`src/rtl/psr_pkg.sv`:
```
// Shared constants for the processor-state register block: op3 codes,
// PSR bit positions and the window-mask helper.
package psr_pkg;

  localparam logic [1:0] OP_FMT3 = 2'b10;

  localparam logic [5:0] OP3_SAVE    = 6'b111100;
  localparam logic [5:0] OP3_RESTORE = 6'b111101;
  localparam logic [5:0] OP3_WRPSR   = 6'b110001;
  localparam logic [5:0] OP3_WRWIM   = 6'b110010;
  localparam logic [5:0] OP3_RETT    = 6'b111001;

  localparam int PSR_N_BIT   = 23;
  localparam int PSR_C_BIT   = 20;
  localparam int PSR_S_BIT   = 7;
  localparam int PSR_PS_BIT  = 6;
  localparam int PSR_ET_BIT  = 5;
  localparam int PSR_CWP_MSB = 4;
  localparam int PSR_CWP_LSB = 0;

  // Ones in the low nw bit positions, zero above.
  function automatic logic [31:0] wim_mask(input int nw);
    logic [31:0] m;
    m = 32'd0;
    for (int i = 0; i < 32; i++) begin
      if (i < nw) begin
        m[i] = 1'b1;
      end else begin
        m[i] = 1'b0;
      end
    end
    return m;
  endfunction

endpackage

```
`src/rtl/psr_icc_unit_cwp_step.sv`:
```
// cwp_step: combinational modular +1/-1 of a window pointer for NWINDOWS windows.
module cwp_step #(
  parameter int NWINDOWS = 4
) (
  input  logic [4:0] cwp_i,
  input  logic       inc_i,
  output logic [4:0] cwp_o
);

  localparam logic [4:0] LAST = 5'(NWINDOWS - 1);

  // Increment wraps LAST->0, decrement wraps 0->LAST.
  always_comb begin
    if (inc_i) begin
      if (cwp_i >= LAST) begin
        cwp_o = 5'd0;
      end else begin
        cwp_o = cwp_i + 5'd1;
      end
    end else begin
      if (cwp_i == 5'd0) begin
        cwp_o = LAST;
      end else begin
        cwp_o = cwp_i - 5'd1;
      end
    end
  end

endmodule

```
`src/rtl/psr_icc_unit.sv`:
```
// SPARC processor-state register block (icc, CWP, WIM, S/PS/ET).
// Define WIM_CHECK_EN to enable the SAVE/RESTORE window overflow/underflow check.
module psr_icc_unit
  import psr_pkg::*;
#(
  parameter int NWINDOWS = 4
) (
  input  logic        Clock,
  input  logic        Reset,
  input  logic [31:0] IR,
  input  logic        Exec,
  input  logic        ALU_N,
  input  logic        ALU_Z,
  input  logic        ALU_V,
  input  logic        ALU_C,
  input  logic [31:0] WrData,
  input  logic        TrapEnter,
  output logic        N,
  output logic        Z,
  output logic        V,
  output logic        C,
  output logic [4:0]  CWP,
  output logic [31:0] WIM,
  output logic        S,
  output logic        PS,
  output logic        ET,
  output logic [31:0] PSR,
  output logic        WinOvf,
  output logic        WinUnf,
  output logic        IllegalWr
);

  localparam logic [31:0] WIM_MASK = wim_mask(NWINDOWS);
  localparam logic [5:0]  NW6      = 6'(NWINDOWS);

  logic [3:0]  nzvc_q, nzvc_d;
  logic [4:0]  cwp_q, cwp_d;
  logic [31:0] wim_q, wim_d;
  logic        s_q, s_d, ps_q, ps_d, et_q, et_d;
  logic        ovf_q, ovf_d, unf_q, unf_d, ill_q, ill_d;

  logic [4:0]  cwp_dec_s, cwp_inc_s;
  logic [5:0]  op3_s;
  logic        fmt3_s;
  logic        unused_ir_s;

  assign op3_s       = IR[24:19];
  assign fmt3_s      = Exec && (IR[31:30] == OP_FMT3);
  assign unused_ir_s = ^{IR[29:25], IR[18:0]};

  cwp_step #(.NWINDOWS(NWINDOWS)) u_step_dec (
    .cwp_i (cwp_q),
    .inc_i (1'b0),
    .cwp_o (cwp_dec_s)
  );

  cwp_step #(.NWINDOWS(NWINDOWS)) u_step_inc (
    .cwp_i (cwp_q),
    .inc_i (1'b1),
    .cwp_o (cwp_inc_s)
  );

  // State register; pulses default low every cycle.
  always_ff @(posedge Clock or posedge Reset) begin
    if (Reset) begin
      nzvc_q <= 4'd0;
      cwp_q  <= 5'd0;
      wim_q  <= 32'd0;
      s_q    <= 1'b1;
      ps_q   <= 1'b0;
      et_q   <= 1'b0;
      ovf_q  <= 1'b0;
      unf_q  <= 1'b0;
      ill_q  <= 1'b0;
    end else begin
      nzvc_q <= nzvc_d;
      cwp_q  <= cwp_d;
      wim_q  <= wim_d;
      s_q    <= s_d;
      ps_q   <= ps_d;
      et_q   <= et_d;
      ovf_q  <= ovf_d;
      unf_q  <= unf_d;
      ill_q  <= ill_d;
    end
  end

  // Next-state decode; trap entry takes priority and suppresses IR entirely.
  always_comb begin
    nzvc_d = nzvc_q;
    cwp_d  = cwp_q;
    wim_d  = wim_q;
    s_d    = s_q;
    ps_d   = ps_q;
    et_d   = et_q;
    ovf_d  = 1'b0;
    unf_d  = 1'b0;
    ill_d  = 1'b0;
    if (TrapEnter) begin
      et_d  = 1'b0;
      ps_d  = s_q;
      s_d   = 1'b1;
      cwp_d = cwp_dec_s;
    end else if (fmt3_s) begin
      if (op3_s[5:4] == 2'b01) begin
        nzvc_d = {ALU_N, ALU_Z, ALU_V, ALU_C};
      end else begin
        case (op3_s)
          OP3_SAVE: begin
`ifdef WIM_CHECK_EN
            if (wim_q[cwp_dec_s]) begin
              ovf_d = 1'b1;
            end else begin
              cwp_d = cwp_dec_s;
            end
`else
            cwp_d = cwp_dec_s;
`endif
          end
          OP3_RESTORE: begin
`ifdef WIM_CHECK_EN
            if (wim_q[cwp_inc_s]) begin
              unf_d = 1'b1;
            end else begin
              cwp_d = cwp_inc_s;
            end
`else
            cwp_d = cwp_inc_s;
`endif
          end
          OP3_WRPSR: begin
            if ({1'b0, WrData[4:0]} >= NW6) begin
              ill_d = 1'b1;
            end else begin
              nzvc_d = WrData[PSR_N_BIT:PSR_C_BIT];
              s_d    = WrData[PSR_S_BIT];
              ps_d   = WrData[PSR_PS_BIT];
              et_d   = WrData[PSR_ET_BIT];
              cwp_d  = WrData[PSR_CWP_MSB:PSR_CWP_LSB];
            end
          end
          OP3_WRWIM: begin
            wim_d = WrData & WIM_MASK;
          end
          OP3_RETT: begin
            cwp_d = cwp_inc_s;
            s_d   = ps_q;
            et_d  = 1'b1;
          end
          default: begin
            cwp_d = cwp_q;
          end
        endcase
      end
    end else begin
      cwp_d = cwp_q;
    end
  end

  // Assembled PSR view straight from the registers.
  always_comb begin
    PSR = 32'd0;
    PSR[PSR_N_BIT:PSR_C_BIT]     = nzvc_q;
    PSR[PSR_S_BIT]               = s_q;
    PSR[PSR_PS_BIT]              = ps_q;
    PSR[PSR_ET_BIT]              = et_q;
    PSR[PSR_CWP_MSB:PSR_CWP_LSB] = cwp_q;
  end

  assign {N, Z, V, C} = nzvc_q;
  assign CWP          = cwp_q;
  assign WIM          = wim_q;
  assign S            = s_q;
  assign PS           = ps_q;
  assign ET           = et_q;
  assign IllegalWr    = ill_q;
`ifdef WIM_CHECK_EN
  assign WinOvf       = ovf_q;
  assign WinUnf       = unf_q;
`else
  assign WinOvf       = 1'b0;
  assign WinUnf       = 1'b0;
`endif

endmodule

```
`config.mk`:
```
export PLATFORM = sky130hd
export DESIGN_NAME = psr_icc_unit
export DESIGN_NICKNAME = d
export VERILOG_FILES = /design/src/rtl/psr_pkg.sv /design/src/rtl/psr_icc_unit_cwp_step.sv /design/src/rtl/psr_icc_unit.sv
export SDC_FILE = /design/constraint.sdc
export NUM_CORES = 1
export LEC_CHECK = 0
export CELL_PAD_IN_SITES_DETAIL_PLACEMENT = 1
export CELL_PAD_IN_SITES_GLOBAL_PLACEMENT = 2
export CORE_MARGIN = 2
export CORE_UTILIZATION = 14
export DETAILED_ROUTE_END_ITERATION = 12
export PLACE_DENSITY_LB_ADDON = 0.1
export SLEW_MARGIN = 20
export SYNTH_ARGS = -nofsm -noshare
export SYNTH_HDL_FRONTEND = slang
export SYNTH_SLANG_ARGS = --single-unit
export TNS_END_PERCENT = 50
```
`constraint.sdc`:
```
create_clock -name Clock -period 1.55 [get_ports Clock]
set_input_delay 0.3875 -clock Clock [delete_from_list [all_inputs] [get_ports Clock]]
set_output_delay 0.3875 -clock Clock [all_outputs]
set_load 0.02 [all_outputs]
```
==> impl_metrics.env, run 1 <==
export IMPL_status="completed"
export IMPL_start_util_pct=14.26
export IMPL_syn_inst=164
export IMPL_drt_iter0_markers=16
export IMPL_drive_above_1_share_pct=26.86
export IMPL_end_kind="flop"
export IMPL_fin_skew_ps=0.6228
export IMPL_cts_max_path_buffers=2
export IMPL_critical_path_class="in2reg"
export IMPL_r2r_cells=5
export IMPL_clk_latency_ps=260
export IMPL_crit_top_cell="buf_4"
export IMPL_area_growth_pct=50.77
export IMPL_crit_slowest_cell="o31a_4"
export IMPL_drc=0
export IMPL_synth_cell_types=34
export IMPL_clk_pin_slew_ps=80
export IMPL_cp_startpoint="IR[22]"
export IMPL_yosys_area_share_simple_pct=16.30
export IMPL_most_common_layout_cells="conb_1, buf_4, dlygate4sd2_1"
export IMPL_hold_buffers=0
export IMPL_power_total_uw=2003
export IMPL_hold_viol_final=0
export IMPL_row_count=37
export IMPL_core_area_um2=10230
export IMPL_gp_congestion=0.6749
export IMPL_crit_fanout=8
export IMPL_overflow=0
export IMPL_cp_endpoint="CWP[3]"
export IMPL_port_buffers=56
export IMPL_final_cell_count_no_fill=378
export IMPL_yosysWarnings=0
export IMPL_critPathLaunchType="input pin"
export IMPL_die_area_um2=11250
export IMPL_dp_cells=371
export IMPL_antenna_left=0
export IMPL_fillers=1229
export IMPL_layout_commonest_cell="conb_1"
export IMPL_cpPeakStageDelay_ps=370
export IMPL_vias=1265
export IMPL_cap_violations=0
export IMPL_cts_tree="done"
export IMPL_dr_pass1_iters=2
export IMPL_antenna_found_initial=0
export IMPL_crit_required_ps=1710
export IMPL_totalWireLength_um=4475
export IMPL_powerDensity_nw_per_um2=910.6
export IMPL_die_height_um=106.1
export IMPL_crit_path_cell_trace="dlygate4sd2_1 -> buf_6 -> nor4b_4 -> buf_4 -> o31a_4 -> buf_4 -> a22o_1"
export IMPL_synth_compound_area_share_pct=12.09
export IMPL_fin_crit_ps=1500
export IMPL_muxShareOfSynthArea_pct=6.604
export IMPL_grt_util_all_layers_pct=7.889
export IMPL_hp_class="in2async"
export IMPL_synth_xor_area_share_pct=0
export IMPL_grt_max_degree=18
export IMPL_yosys_area_share_adder_pct=1.715
export IMPL_multiInputGateArea_um2=788.3
export IMPL_utilization_pct=21.50
export IMPL_yosysSeqAreaShare_pct=29.25
export IMPL_ioPinCount=151
export IMPL_vias_per_cell=3.347
export IMPL_setup_viol=0
export IMPL_wl_per_cell_um=11.84
export IMPL_clock_fmax_mhz=666.5
export IMPL_numCtsBuffers=3
export IMPL_regToRegEndpoint="CWP[1]"
export IMPL_fin_nets=317
export IMPL_synth_top_family_by_area="buffers and inverters"
export IMPL_die_width_um=106.1
export IMPL_hpwl_um=3595
export IMPL_grt_pass1_vias=1233
export IMPL_syn_avg_cell_area_um2=8.896
export IMPL_antenna_cells=0
export IMPL_htreeDepth=1
export IMPL_cts_root_buf="clkbuf_8"
export IMPL_syn_cell_area_um2=1459
export IMPL_register_area_um2=427.9
export IMPL_cp_arrival_ps=1660
export IMPL_grt_pass1_wl_um=6817
export IMPL_min_period_over_period_pct=96.80
export IMPL_p_leak_uw=0.001098
export IMPL_yosys_register_bits=17
export IMPL_r2r_start="CWP[0]"
export IMPL_fin_setup_tns_ps=0
export IMPL_slew_violations=0
export IMPL_r2r_slack_ps=110
export IMPL_vdd_drop_max_uv=367.7
export IMPL_cts_sinks=17
==> through the flow <==
step                      hold WS [ps]  setup slack, ps  instance area, um^2
after CTS                        457.6           -15.43                 2196
after floorplan                  312.8           0.3386                 1643
after global placement           489.3           -610.7                 2125
after detailed placement         493.9           -633.4                 2125
after global routing             476.6           -5.885                 2200
final                            454.3            49.63                 2200
==> worst max-delay path: cells and delay by family <==
family,cells,cell delay (ps)
buffers and inverters,4,670
AO/OA/AOI/OAI,2,560
AND/OR/NAND/NOR,1,40
==> final cells by class <==
cell class / count / area share, %
Inverter: 5 / 0.8532
Timing Repair Buffer: 89 / 34.07
Tap cell: 136 / 7.736
Sequential cell: 17 / 19.45
Multi-Input combinational cell: 127 / 35.84
Clock buffer: 4 / 2.048
==> registers in the layout, indices dropped and copies added, names as in the netlist <==
signal     cells
S              1
WIM            4
CWP            5
ET             1
IllegalWr      1
nzvc_q         4
PS             1
==> what timing repair did <==
action | in CTS | in global routing
buffers inserted | 3 | 0
resized for setup | 59 | 21
pin swaps | 5 | 10
hold endpoints to repair | 0 | 0
endpoints found under the setup margin | 45 | 19
==> synth_stat cells <==
master    count  area share, %
o21ai_1       4            1.4
nand2_1       6            1.5
o31a_4        1            1.2
nor3_1        6            2.1
clkbuf_1      1           0.26
o21ai_0       1           0.34
buf_4        62             32
o21a_1        1           0.51
a21oi_1       8            2.7
a21o_1        1           0.51
ha_1          2            1.7
nor4b_4       1            1.6
dfrtp_1      16             27
nor2_1       15            3.9
o21a_2        1           0.60
a32oi_1       2            1.2
o22ai_1       2           0.86
a22o_1        2            1.2
o221ai_1      1           0.60
buf_2         1           0.34
nand4_1       1           0.43
dfstp_2       1            1.8
mux2_2        5            3.9
a31oi_1       1           0.43
inv_1         5            1.3
a21boi_1      1           0.51
nor4_1        2           0.86
conb_1        1           0.26
mux2i_1       4            2.7
nor4b_1       4            2.4
nand3b_1      2            1.0
nand4b_4      1            1.6
nor2b_1       1           0.43
nand2b_1      1           0.43
==> worst min path at each step <==
stage | cells past startpoint | end | from
after floorplan | 1 | CWP[0] | Reset
after global placement | 1 | WIM[3] | WIM[3]
after detailed placement | 1 | WIM[3] | WIM[3]
after CTS | 3 | WIM[3] | Reset
after global routing | 3 | CWP[0] | Reset
final | 3 | WIM[3] | Reset
==> routing by layer <==
layer  up-vias  GRT usage [%]  wire [um]  part of all wire, %
li1        608              -          -                    -
met2        63          13.50       2155                   48
met5         -              0          0                    0
met4         0          1.974         27                 0.60
met3         4          2.085        352                  7.9
met1       590          9.840       1939                   43
==> cell families after synthesis <==
kind of cell	after synthesis
AO/OA/AOI/OAI	26
buffers and inverters	69
flip-flops	17
other	1
adder cells (fa/ha/maj)	2
multiplexers	9
AND/OR/NAND/NOR	40
==> power breakdown <==
part | switching, uW | internal [uW]
Clock | 183 | 183
Combinational | 593 | 433
Sequential | 87.9 | 523
Total | 864 | 1140
Note: power is estimated with default switching activity, not from simulation.
==> run 2: changes to the inputs <==
--- a/config.mk
+++ b/config.mk
@@ -10,6 +10,7 @@
 export CORE_MARGIN = 2
 export CORE_UTILIZATION = 14
 export DETAILED_ROUTE_END_ITERATION = 12
+export MAX_ROUTING_LAYER = met4
 export PLACE_DENSITY_LB_ADDON = 0.1
 export SLEW_MARGIN = 20
 export SYNTH_ARGS = -nofsm -noshare
==> impl_metrics.env, run 2 (synthesized netlist as in run 1, its figures left out) <==
export IMPL_ioPinCount=151
export IMPL_start_util_pct=14.26
export IMPL_crit_slowest_cell="o31a_4"
export IMPL_register_area_um2=427.9
export IMPL_critPathLaunchType="input pin"
export IMPL_largest_reg_flops=5
export IMPL_wl_met2_um=2152
export IMPL_die_height_um=106.1
export IMPL_antenna_left=0
export IMPL_numCtsBuffers=3
export IMPL_antenna_cells=0
export IMPL_end_kind="flop"
export IMPL_crit_fanout=8
export IMPL_htreeDepth=1
export IMPL_layout_commonest_cell="conb_1"
export IMPL_clk_pin_slew_ps=80
export IMPL_crit_required_ps=1710
export IMPL_fin_setup_tns_ps=0
export IMPL_vias_per_cell=3.344
export IMPL_cpPeakStageDelay_ps=370
export IMPL_min_period_over_period_pct=96.80
export IMPL_vdd_drop_max_uv=368.0
export IMPL_crit_top_cell="buf_4"
export IMPL_critical_path_class="in2reg"
export IMPL_vias=1264
export IMPL_crit_path_cell_trace="dlygate4sd2_1 -> buf_6 -> nor4b_4 -> buf_4 -> o31a_4 -> buf_4 -> a22o_1"
export IMPL_cts_root_buf="clkbuf_8"
export IMPL_most_common_layout_cells="conb_1, buf_4, dlygate4sd2_1"
export IMPL_gp_congestion=0.6816
export IMPL_cp_arrival_ps=1660
export IMPL_hold_ws_ps=454.3
export IMPL_totalWireLength_um=4490
export IMPL_crit_family="buffers and inverters"
export IMPL_hp_class="in2async"
export IMPL_port_buffers=56
export IMPL_fin_skew_ps=0.6235
export IMPL_core_area_um2=10230
export IMPL_multiInputGateArea_um2=788.3
export IMPL_crit_cells=7
export IMPL_die_area_um2=11250
export IMPL_powerDensity_nw_per_um2=910.7
export IMPL_worstPathBufferInverterCount=4
export IMPL_die_width_um=106.1
export IMPL_hold_viol_final=0
export IMPL_antenna_found_initial=0
export IMPL_status="completed"
export IMPL_clock_fmax_mhz=666.5
export IMPL_p_leak_uw=0.001098
export IMPL_area_growth_pct=50.77
export IMPL_fin_nets=317
export IMPL_wl_per_cell_um=11.88
export IMPL_fin_crit_ps=1500
export IMPL_grt_max_degree=18
export IMPL_grt_util_all_layers_pct=8.108
export IMPL_drive_above_1_share_pct=26.86
export IMPL_cap_violations=0
export IMPL_grt_pass1_vias=1234
export IMPL_row_count=37
export IMPL_hpwl_um=3595
export IMPL_drc=0
export IMPL_cts_max_path_buffers=2
export IMPL_drt_iter0_markers=19
export IMPL_routed_top_layer="met4"
export IMPL_clk_latency_ps=260
export IMPL_wl_met3_um=347
export IMPL_slew_violations=0
export IMPL_r2r_cells=5
export IMPL_grt_pass1_wl_um=6810
export IMPL_cts_sinks=17
export IMPL_setup_viol=0
export IMPL_overflow=0
export IMPL_hold_buffers=0
export IMPL_dr_pass1_iters=2
export IMPL_cts_tree="done"
export IMPL_met1_length_um=1956
export IMPL_fillers=1229
==> run 2: power breakdown <==
| part | switching (uW) | internal [uW] | total (uW) | leakage [uW] |
|---|---|---|---|---|
| clock network | 183 | 183 | 367 | 0.0000228 |
| logic | 593 | 433 | 1030 | 0.000864 |
| registers | 87.5 | 523 | 610 | 0.000212 |
| total | 864 | 1140 | 2000 | 0.00110 |
==> run 2: worst paths after layout <==
path | startpoint | slack (ps) | end
max reg2reg | CWP[0] | 120 | CWP[1]
min | Reset | 450 | WIM[3]
min in group Clock | WIM[3] | 500 | WIM[3]
min reg2reg | WIM[3] | 500 | WIM[3]
max | IR[22] | 50 | CWP[3]
max in group asynchronous | Reset | 830 | S
==> run 2: routing by layer <==
metal  vias up  track usage (%)
met4         0            1.974
met1       589            9.877
li1        608                -
met2        63            13.50
met5         -                -
met3         4            2.023
==> run 2: timing repair <==
item / 4_1_cts / 5_1_grt
gates cloned: 0 / 0
setup buffers: 3 / 0
pin swaps: 5 / 10
endpoints found under the setup margin: 45 / 18
resized for setup: 59 / 21
==> run 2: metrics by stage <==
stage	util [%]	setup slack (ps)	area [um^2]	instances	total power, uW
after floorplan	-	0.3386	1643	213	1351
after global placement	20.77	-610.7	2125	371	1761
after detailed placement	20.77	-633.4	2125	371	1744
after CTS	21.46	-15.43	2196	378	2035
after global routing	21.50	-5.873	2200	378	2156
final	21.50	49.60	2200	378	2003
==> run 2: area by class of cell <==
class	instances	share of cell area, %
clock buffers	4	2.048
inverters	5	0.8532
multi-input cells	127	35.84
flip-flops and latches	17	19.45
well taps	136	7.736
repair buffers	89	34.07
==> run 2: worst reg2reg max path: stages, from the launching register on <==
cell and delay (ps):
dfrtp_2 450, ha_1 220, nor4b_2 250, a32oi_1 140, o221ai_1 170, o21a_1 140
==> run 3: changes to the inputs <==
--- a/config.mk
+++ b/config.mk
@@ -9,6 +9,7 @@
 export CELL_PAD_IN_SITES_GLOBAL_PLACEMENT = 2
 export CORE_MARGIN = 2
 export CORE_UTILIZATION = 14
+export CTS_CLUSTER_DIAMETER = 100
 export DETAILED_ROUTE_END_ITERATION = 12
 export MAX_ROUTING_LAYER = met4
 export PLACE_DENSITY_LB_ADDON = 0.1
==> constraint.sdc (replaced) <==
create_clock -name Clock -period 1.6 [get_ports Clock]
set_input_delay 0.4 -clock Clock [delete_from_list [all_inputs] [get_ports Clock]]
set_output_delay 0.4 -clock Clock [all_outputs]
set_load 0.02 [all_outputs]
==> impl_metrics.env, run 3 (synthesized netlist as in run 1, its figures left out) <==
export IMPL_critical_path_class="in2reg"
export IMPL_cp_arrival_ps=1730
export IMPL_vias=1274
export IMPL_grt_pass1_vias=1339
export IMPL_antenna_cells=0
export IMPL_ioPinCount=151
export IMPL_critPathLaunchType="input pin"
export IMPL_clock_fmax_mhz=634.2
export IMPL_hold_ws_ps=459.8
export IMPL_vdd_drop_max_uv=294.6
export IMPL_r2r_start="CWP[0]"
export IMPL_gp_congestion=0.6944
export IMPL_cap_violations=0
export IMPL_cpPeakStageDelay_ps=320
export IMPL_r2r_cells=5
export IMPL_drt_iter0_markers=56
export IMPL_die_height_um=106.1
export IMPL_end_kind="flop"
export IMPL_crit_fanout=4
export IMPL_dp_cells=369
export IMPL_worstPathBufferInverterCount=3
export IMPL_vias_per_cell=3.370
export IMPL_final_cell_count_no_fill=378
export IMPL_crit_slowest_cell="nor4b_1"
export IMPL_fin_crit_ps=1577
export IMPL_row_count=37
export IMPL_hold_buffers=0
export IMPL_largest_reg_flops=5
export IMPL_setup_viol=0
export IMPL_status="completed"
export IMPL_overflow=0
export IMPL_slew_violations=0
export IMPL_fin_skew_ps=0.9829
export IMPL_clk_pin_slew_ps=80
export IMPL_min_period_over_period_pct=98.55
export IMPL_grt_pass1_wl_um=7141
export IMPL_numCtsBuffers=3
export IMPL_powerDensity_nw_per_um2=875.2
export IMPL_p_leak_uw=0.001109
export IMPL_regToRegEndpoint="CWP[1]"
export IMPL_drc=0
export IMPL_die_area_um2=11250
export IMPL_fin_nets=317
export IMPL_wl_per_cell_um=12.08
export IMPL_most_common_layout_cells="conb_1, buf_4, dlygate4sd2_1"
export IMPL_crit_required_ps=1750
export IMPL_r2r_slack_ps=110
export IMPL_cts_sinks=17
export IMPL_port_buffers=56
export IMPL_grt_max_degree=18
export IMPL_clk_latency_ps=260
export IMPL_area_growth_pct=50.60
export IMPL_start_util_pct=14.26
export IMPL_crit_family="buffers and inverters"
export IMPL_hp_class="in2async"
export IMPL_fin_setup_tns_ps=0
export IMPL_grt_util_all_layers_pct=8.321
export IMPL_core_area_um2=10230
export IMPL_drive_above_1_share_pct=26.03
export IMPL_die_width_um=106.1
export IMPL_fillers=1205
export IMPL_layout_commonest_cell="conb_1"
export IMPL_antenna_left=0
export IMPL_htreeDepth=1
export IMPL_totalWireLength_um=4566
export IMPL_dr_pass1_iters=3
export IMPL_cts_root_buf="clkbuf_8"
export IMPL_hold_viol_final=0
export IMPL_crit_path_cell_trace="dlygate4sd2_1 -> buf_4 -> nor4b_1 -> nand4_1 -> buf_6 -> mux2_4"
export IMPL_cts_tree="done"
export IMPL_cp_startpoint="IR[22]"
export IMPL_hpwl_um=3660
export IMPL_antenna_found_initial=0
export IMPL_rsz0062_at_grt="true"
export IMPL_cts_max_path_buffers=2
## run 3: metrics by stage
stage	setup WS [ps]	total power, uW	area (um^2)	util (%)
floorplan	37.84	1309	1643	-
global placement	-579.0	1689	2110	20.62
detailed placement	-598.8	1678	2110	20.62
CTS	0.8697	1945	2131	20.83
global route	-16.49	2057	2197	21.47
finish	23.23	1923	2197	21.47
## run 3: area by class of cell
| class | count | area, um^2 | area share [%] |
|---|---|---|---|
| repair buffers | 89 | 753.2 | 34.28 |
| well taps | 136 | 170.2 | 7.745 |
| multi-input cells | 127 | 783.3 | 35.65 |
| inverters | 5 | 18.77 | 0.8542 |
| clock buffers | 4 | 45.04 | 2.050 |
| flip-flops and latches | 17 | 426.7 | 19.42 |
## run 3: power by group
| group | switching [uW] | total (uW) | internal, uW |
|---|---|---|---|
| sequential | 83.4 | 588 | 504 |
| clock | 183 | 361 | 178 |
| combinational | 567 | 975 | 408 |
| total | 833 | 1920 | 1090 |
## run 3: metal layers
metal	wire (um)	vias up	global-route usage [%]	share of wire [%]
li1	-	606	-	-
met1	1953	599	10.22	43
met2	2273	64	14.29	50
met3	307	5	1.594	6.7
met4	32	0	1.692	0.70
met5	0	-	-	0
## run 3: how the worst max path moves through the flow
stage | to | slack [ps] | cells past startpoint
floorplan | CWP[3] | 40 | 5
global placement | CWP[3] | -580 | 6
detailed placement | CWP[2] | -600 | 6
CTS | CWP[2] | 0.9 | 6
global route | nzvc_q[0] | -20 | 7
finish | WIM[2] | 20 | 6
## run 3: what timing repair did
item,4_1_cts,5_1_grt
endpoints found under the setup margin,45,18
resized for setup,47,27
buffers inserted,1,4
pin swaps,4,11
## run 3: worst min-delay path: cells and delay by family
kind / cells / cell delay [ps]
buffers and inverters: 3 / 710
